<file path="src/rtl/alu_seq.sv">
// Handshaked sequential ALU: FWD/ADD/AND/OR/SUB in one cycle, shift-add MUL and bitwise SLL/SRA iterate.
// Latency: 1 edge for simple ops, WIDTH for MUL, max(1, min(shamt, WIDTH)) for shifts.
// Backpressure: START is taken only while idle; BUSY stalls the requester. Optional flags via ALU_FLAGS_EN.
module alu_seq #(
    parameter int WIDTH = 8
) (
    input  logic             clk_i,
    input  logic             reset_i,
    input  logic             start_i,
    input  logic [2:0]       select_i,
    input  logic [WIDTH-1:0] data1_i,
    input  logic [WIDTH-1:0] data2_i,
    output logic [WIDTH-1:0] result_o,
    output logic             zero_o,
    output logic             busy_o,
    output logic             done_o
`ifdef ALU_FLAGS_EN
    ,
    output logic             carry_o,
    output logic             overflow_o,
    output logic             negative_o
`endif
);

    localparam int SHAMT_W = $clog2(WIDTH) + 1;
    localparam logic [SHAMT_W-1:0] WIDTH_C = SHAMT_W'(WIDTH);

    localparam logic [2:0] OP_FWD = 3'b000;
    localparam logic [2:0] OP_ADD = 3'b001;
    localparam logic [2:0] OP_AND = 3'b010;
    localparam logic [2:0] OP_OR  = 3'b011;
    localparam logic [2:0] OP_SUB = 3'b100;
    localparam logic [2:0] OP_MUL = 3'b101;
    localparam logic [2:0] OP_SLL = 3'b110;
    localparam logic [2:0] OP_SRA = 3'b111;

    typedef enum logic {IDLE, RUN} state_t;

    state_t             state_q, state_d;
    logic [2:0]         op_q, op_d;
    logic [WIDTH-1:0]   a_q, a_d;      // operand A; shifted left by MUL, shifted by SLL/SRA
    logic [WIDTH-1:0]   b_q, b_d;      // operand B; shifted right by MUL to expose the next multiplier bit
    logic [WIDTH-1:0]   acc_q, acc_d;  // MUL partial product
    logic [SHAMT_W-1:0] cnt_q, cnt_d;  // remaining iterations, completion when it reaches 1
    logic               sh_en_q, sh_en_d; // shift ops with shamt 0 pass A through untouched
    logic [WIDTH-1:0]   result_q, result_d;
    logic               zero_q, zero_d;
    logic               done_q, done_d;
`ifdef ALU_FLAGS_EN
    logic               carry_q, carry_d;
    logic               overflow_q, overflow_d;
    logic               negative_q, negative_d;
`endif

    // Datapath helpers shared by the FSM below
    logic               is_sub, is_addsub;
    logic [WIDTH-1:0]   b_eff;
    logic [WIDTH:0]     sum_w;
    logic [WIDTH-1:0]   mul_nxt;
    logic [WIDTH-1:0]   shift_nxt;
    logic [SHAMT_W-1:0] shamt, steps;
    logic [WIDTH-1:0]   res_v;

    assign is_sub    = (op_q == OP_SUB);
    assign is_addsub = (op_q == OP_ADD) || is_sub;
    assign b_eff     = is_sub ? ~b_q : b_q;
    assign sum_w     = {1'b0, a_q} + {1'b0, b_eff} + {{WIDTH{1'b0}}, is_sub};
    assign mul_nxt   = acc_q + (b_q[0] ? a_q : '0);
    assign shift_nxt = (op_q == OP_SLL) ? {a_q[WIDTH-2:0], 1'b0} : {a_q[WIDTH-1], a_q[WIDTH-1:1]};
    assign shamt     = data2_i[SHAMT_W-1:0];
    assign steps     = (shamt > WIDTH_C) ? WIDTH_C : shamt;

    // Value written to RESULT on the completing edge
    always_comb begin
        res_v = b_q;
        case (op_q)
            OP_FWD:         res_v = b_q;
            OP_ADD, OP_SUB: res_v = sum_w[WIDTH-1:0];
            OP_AND:         res_v = a_q & b_q;
            OP_OR:          res_v = a_q | b_q;
            OP_MUL:         res_v = mul_nxt;
            default:        res_v = sh_en_q ? shift_nxt : a_q;
        endcase
    end

    // Next-state and datapath update: accept in IDLE, iterate in RUN, complete when count hits 1
    always_comb begin
        state_d  = state_q;
        op_d     = op_q;
        a_d      = a_q;
        b_d      = b_q;
        acc_d    = acc_q;
        cnt_d    = cnt_q;
        sh_en_d  = sh_en_q;
        result_d = result_q;
        zero_d   = zero_q;
        done_d   = 1'b0;
`ifdef ALU_FLAGS_EN
        carry_d    = carry_q;
        overflow_d = overflow_q;
        negative_d = negative_q;
`endif
        case (state_q)
            IDLE: begin
                if (start_i) begin
                    state_d = RUN;
                    op_d    = select_i;
                    a_d     = data1_i;
                    b_d     = data2_i;
                    acc_d   = '0;
                    sh_en_d = (shamt != '0);
                    if (select_i == OP_MUL)
                        cnt_d = WIDTH_C;
                    else if ((select_i == OP_SLL || select_i == OP_SRA) && steps != '0)
                        cnt_d = steps;
                    else
                        cnt_d = SHAMT_W'(1);
                end
            end
            RUN: begin
                if (op_q == OP_MUL) begin
                    acc_d = mul_nxt;
                    a_d   = {a_q[WIDTH-2:0], 1'b0};
                    b_d   = {1'b0, b_q[WIDTH-1:1]};
                end else if ((op_q == OP_SLL || op_q == OP_SRA) && sh_en_q) begin
                    a_d = shift_nxt;
                end
                cnt_d = cnt_q - SHAMT_W'(1);
                if (cnt_q == SHAMT_W'(1)) begin
                    state_d  = IDLE;
                    result_d = res_v;
                    zero_d   = (res_v == '0);
                    done_d   = 1'b1;
`ifdef ALU_FLAGS_EN
                    carry_d    = is_addsub ? sum_w[WIDTH] : 1'b0;
                    overflow_d = is_addsub && (a_q[WIDTH-1] == b_eff[WIDTH-1])
                                 && (sum_w[WIDTH-1] != a_q[WIDTH-1]);
                    negative_d = res_v[WIDTH-1];
`endif
                end
            end
            default: state_d = IDLE;
        endcase
    end

    // State register with synchronous reset; reset aborts any op in flight
    always_ff @(posedge clk_i) begin
        if (reset_i) begin
            state_q  <= IDLE;
            op_q     <= OP_FWD;
            a_q      <= '0;
            b_q      <= '0;
            acc_q    <= '0;
            cnt_q    <= '0;
            sh_en_q  <= 1'b0;
            result_q <= '0;
            zero_q   <= 1'b1;
            done_q   <= 1'b0;
`ifdef ALU_FLAGS_EN
            carry_q    <= 1'b0;
            overflow_q <= 1'b0;
            negative_q <= 1'b0;
`endif
        end else begin
            state_q  <= state_d;
            op_q     <= op_d;
            a_q      <= a_d;
            b_q      <= b_d;
            acc_q    <= acc_d;
            cnt_q    <= cnt_d;
            sh_en_q  <= sh_en_d;
            result_q <= result_d;
            zero_q   <= zero_d;
            done_q   <= done_d;
`ifdef ALU_FLAGS_EN
            carry_q    <= carry_d;
            overflow_q <= overflow_d;
            negative_q <= negative_d;
`endif
        end
    end

    assign result_o = result_q;
    assign zero_o   = zero_q;
    assign busy_o   = (state_q == RUN);
    assign done_o   = done_q;
`ifdef ALU_FLAGS_EN
    assign carry_o    = carry_q;
    assign overflow_o = overflow_q;
    assign negative_o = negative_q;
`endif

endmodule

</file>
<file path="config.mk">
export PLATFORM = sky130hd
export DESIGN_NAME = alu_seq
export DESIGN_NICKNAME = d
export VERILOG_FILES = /design/src/rtl/alu_seq.sv
export SDC_FILE = /design/constraint.sdc
export NUM_CORES = 1
export LEC_CHECK = 0
export ABC_AREA = 1
export BUFFER_PORTS_ARGS = -buffer_cell sky130_fd_sc_hd__buf_2
export CELL_PAD_IN_SITES_DETAIL_PLACEMENT = 0
export CELL_PAD_IN_SITES_GLOBAL_PLACEMENT = 1
export CORE_MARGIN = 2
export CORE_UTILIZATION = 25
export CTS_CLUSTER_DIAMETER = 80
export DETAILED_ROUTE_END_ITERATION = 10
export GPL_ROUTABILITY_DRIVEN = 0
export MAX_ROUTING_LAYER = met4
export PLACE_DENSITY = 0.57
export SKIP_CTS_REPAIR_TIMING = 1
export SYNTH_ARGS = -nofsm -noshare
export SYNTH_HDL_FRONTEND = slang
export SYNTH_SLANG_ARGS = --single-unit
</file>
<file path="constraint.sdc">
create_clock -name clk_i -period 2.1 [get_ports clk_i]
set_input_delay 0.105 -clock clk_i [delete_from_list [all_inputs] [get_ports clk_i]]
set_output_delay 0.105 -clock clk_i [all_outputs]
set_load 0.01 [all_outputs]
</file>
==> impl_metrics.json <==
{
  "finalCriticalPeriod_ns": 2.20,
  "io_buffer_count": 32,
  "die_height_um": 119,
  "synth_top_flop_cell": "dfxtp_1",
  "switching_share_pct": 35.9,
  "core_area_um2": 12700,
  "cap_viol_max_count": 0,
  "synth.cell_area_um2": 3290,
  "max-vdd-ir-drop_v": 0.000293,
  "final.period_utilization_pct": 105,
  "drt-total-wl_um": 11600,
  "proportion_of_layout_cells_with_a_drive_suffix_above_1_pct": 26.0,
  "postRouteAntennaNets": 0,
  "type_of_the_most_critical_hold_path": "input pin to flop",
  "antenna_diode_instance_count": 0,
  "clockBufferDepth": 2,
  "postLayoutSetupSlackWorst_ns": -0.0952,
  "cts_tree": "done",
  "detailedPlacementHpwl_um": 9060,
  "final_net_count": 645,
  "grt_max_degree": 26,
  "drt-vias-per-instance": 4.76,
  "flow.area_growth_from_synthesis_pct": 33.9,
  "grt_met2_usage_pct": 26.3,
  "clkSlewWorstSetupHoldPaths_ns": 0.07,
  "setup_viol": 2,
  "worst_ep_required_time_ns": 2.33,
  "cp-end-kind": "flop",
  "grt_first_pass_wirelength_um": 18200,
  "ios": 33,
  "floorplan.die.width_um": 119,
  "rsz0062_at_grt": "yes",
  "post-place-ws_ns": -0.232,
  "netlist_instances": 524,
  "globalRouteOverflowTotal": 0,
  "pwr_density_cell_nw_per_um2": 604,
  "initial_core_util_pct": 25.8,
  "htree_levels": 2,
  "clock_insertion_delay_worst_skew_ns": 0.29,
  "row_count": 41,
  "synth.avg_cell_area_um2": 6.28,
  "power.share.sequential_pct": 35.0,
  "failing_checks": "setup timing",
  "post_synth_num_cell_types": 35,
  "critical_path_peak_fanout": 7,
  "comb_power_share_pct": 35.1,
  "critPathLaunchType": "flop",
  "maxClockFrequency_mhz": 456,
  "leakagePower_uw": 0.00208,
  "syn_nets": 567,
  "dr.first_iter.drc_count": 215,
  "maxSlewHeadroom_pct": 48.9,
  "drc_errors": 0,
  "global_route.usage.met3_pct": 2.36,
  "async_s_r_ff_share_synth_pct": 0,
  "clkSinkCount": 43,
  "global_route.peak_usage_layer": "met2",
  "met1_usage_pct": 22.7,
  "filler_cell_count_in_the_final_layout": 1455,
  "cts.root.buffer_cell": "clkbuf_16",
  "via_count": 3686,
  "detailedRoute.firstPassIterationCount": 5,
  "finalHoldViolCount": 0,
  "critPathKind": "flop to flop",
  "switchingPower_uw": 955,
  "synth-edff-count": 0,
  "clock_skew_ns": 0.00949,
  "clkPwrFrac_pct": 29.9,
  "antenna_found_initial": 0,
  "cellInternalPower_uw": 1700,
  "ys_ff_latch": 43,
  "grt_pass1_vias": 3471,
  "report.final.slew_viol_count": 0,
  "seq_area_frac_synth_pct": 26.2,
  "timing.critical_path.arrival_ns": 2.43,
  "tightest_slew_ns": 0.766,
  "dieArea_um2": 14100,
  "global_route.usage.total_pct": 16.9,
  "ys_warn_count": 0,
  "route.detailed.wl_per_inst_um": 14.9,
  "final_core_utilization_pct": 34.6,
  "outcome": "complete, but fails checks",
  "numCtsBuffers": 5
}
-- state kept, by name, indices dropped and copies added (netlist names), 3 cells and up --
register and count:
a_q 8, acc_q 8, b_q 8, cnt_q 4
op_q 3, result_o 8
-- power groups by stage --
stage | sequential, µW | clock, µW | combinational [µW]
after floorplan | 945 | 0 | 474
after global placement | 943 | 0 | 817
after detailed placement | 943 | 0 | 816
after CTS | 924 | 817 | 820
after global routing | 937 | 855 | 1040
final | 930 | 796 | 935
-- final timing paths --
check	startpoint	to	slack, ns	depth (start not counted)
setup / recovery	op_q[0]$_SDFFE_PP0P_	zero_o$_SDFFE_PP1P_	-0.1	15
hold / removal	data2_i[7]	b_q[7]$_SDFFE_PP0P_	0.07	3
setup reg to reg	op_q[0]$_SDFFE_PP0P_	zero_o$_SDFFE_PP1P_	-0.1	15
hold reg to reg	acc_q[7]$_SDFFE_PP0P_	acc_q[7]$_SDFFE_PP0P_	0.47	2
-- layout make-up --
type / instances / area (µm²) / area share [%]
multi-input combinational: 382 / 2290 / 51.9
sequential: 43 / 867 / 19.7
timing repair buffer: 87 / 581 / 13.2
clock inverter: 2 / 12.5 / 0.284
clock buffer: 6 / 129 / 2.93
tap: 172 / 215 / 4.89
inverter: 83 / 312 / 7.08
-- critical path: stages (launching register included) --
cell and delay, ns:
dfxtp_2 0.34, nor2_4 0.13, nand2_4 0.13, xor2_2 0.18, ha_1 0.30, buf_4 0.12, nand3_2 0.10, nand2_1 0.10
nand2_1 0.06, nand3_2 0.08, nand3_4 0.10, nor2_4 0.15, nand3_2 0.09, nor2_2 0.12, nand3_1 0.08, nand2_1 0.06
-- metrics by stage --
step	std cells	instance area, µm²	total power (µW)	hold slack (ns)	setup TNS [ns]
after floorplan	524	3300	1420	0.254	0
after global placement	764	3970	1760	0.366	-0.551
after detailed placement	764	3970	1760	0.364	-0.651
after CTS	772	4110	2560	0.0572	-0.800
after global routing	775	4400	2830	0.0791	-0.816
final	775	4400	2660	0.0654	-0.147
-- synthesized netlist by cell type (2+ instances only) --
cell type | instances | area share, %
nor2_1 | 39 | 4.5
buf_2 | 6 | 0.91
buf_6 | 2 | 0.68
a31oi_1 | 11 | 2.1
xor2_1 | 7 | 1.9
nor4_1 | 2 | 0.38
nand2_2 | 3 | 0.57
ha_1 | 19 | 7.2
nand3_1 | 48 | 7.3
inv_1 | 80 | 9.1
clkbuf_1 | 7 | 0.80
inv_2 | 3 | 0.34
a221oi_1 | 4 | 1.1
nand4_1 | 12 | 2.3
nand2_1 | 122 | 14
o22ai_1 | 2 | 0.38
fa_1 | 2 | 1.2
nor3_1 | 4 | 0.61
nor2_4 | 2 | 0.68
xnor2_1 | 3 | 0.80
o211ai_1 | 4 | 0.91
or2_2 | 2 | 0.38
dfxtp_1 | 43 | 26
o21bai_1 | 2 | 0.46
a21oi_1 | 40 | 6.1
o21ai_0 | 46 | 7.0
-- per-layer routing --
layer	share of wire [%]	vias up	wire (µm)
met2	45	89	5170
met3	4.1	18	471
li1	-	1882	-
met5	0	-	0
met4	2.0	0	228
met1	49	1697	5700
-- kinds of logic (layout without fill, tap and decap cells) --
family / after synthesis / after routing / share of synthesized area (%)
AND/OR/NAND/NOR: 239 / 239 / 31.8
AO/OA/AOI/OAI: 112 / 112 / 18.8
buffers and inverters: 99 / 178 / 12.1
flip-flops: 43 / 43 / 26.2
adder cells (fa/ha/maj): 21 / 21 / 8.45
XOR/XNOR: 10 / 10 / 2.66
-- layout by cell type, fill, tap and decap left out, types with 7 or more instances in the layout --
cell type and instances:
dfxtp_1 40, nor2_1 32, a31oi_1 11, buf_2 32, nor2_2 7, nand4_1 12, nand3_2 7, ha_4 8
buf_4 53, a21oi_1 39, ha_1 10, o21ai_0 43, inv_1 73, nand3_1 41, nand2_1 119, inv_2 10
(Power assumes the default switching activity.)
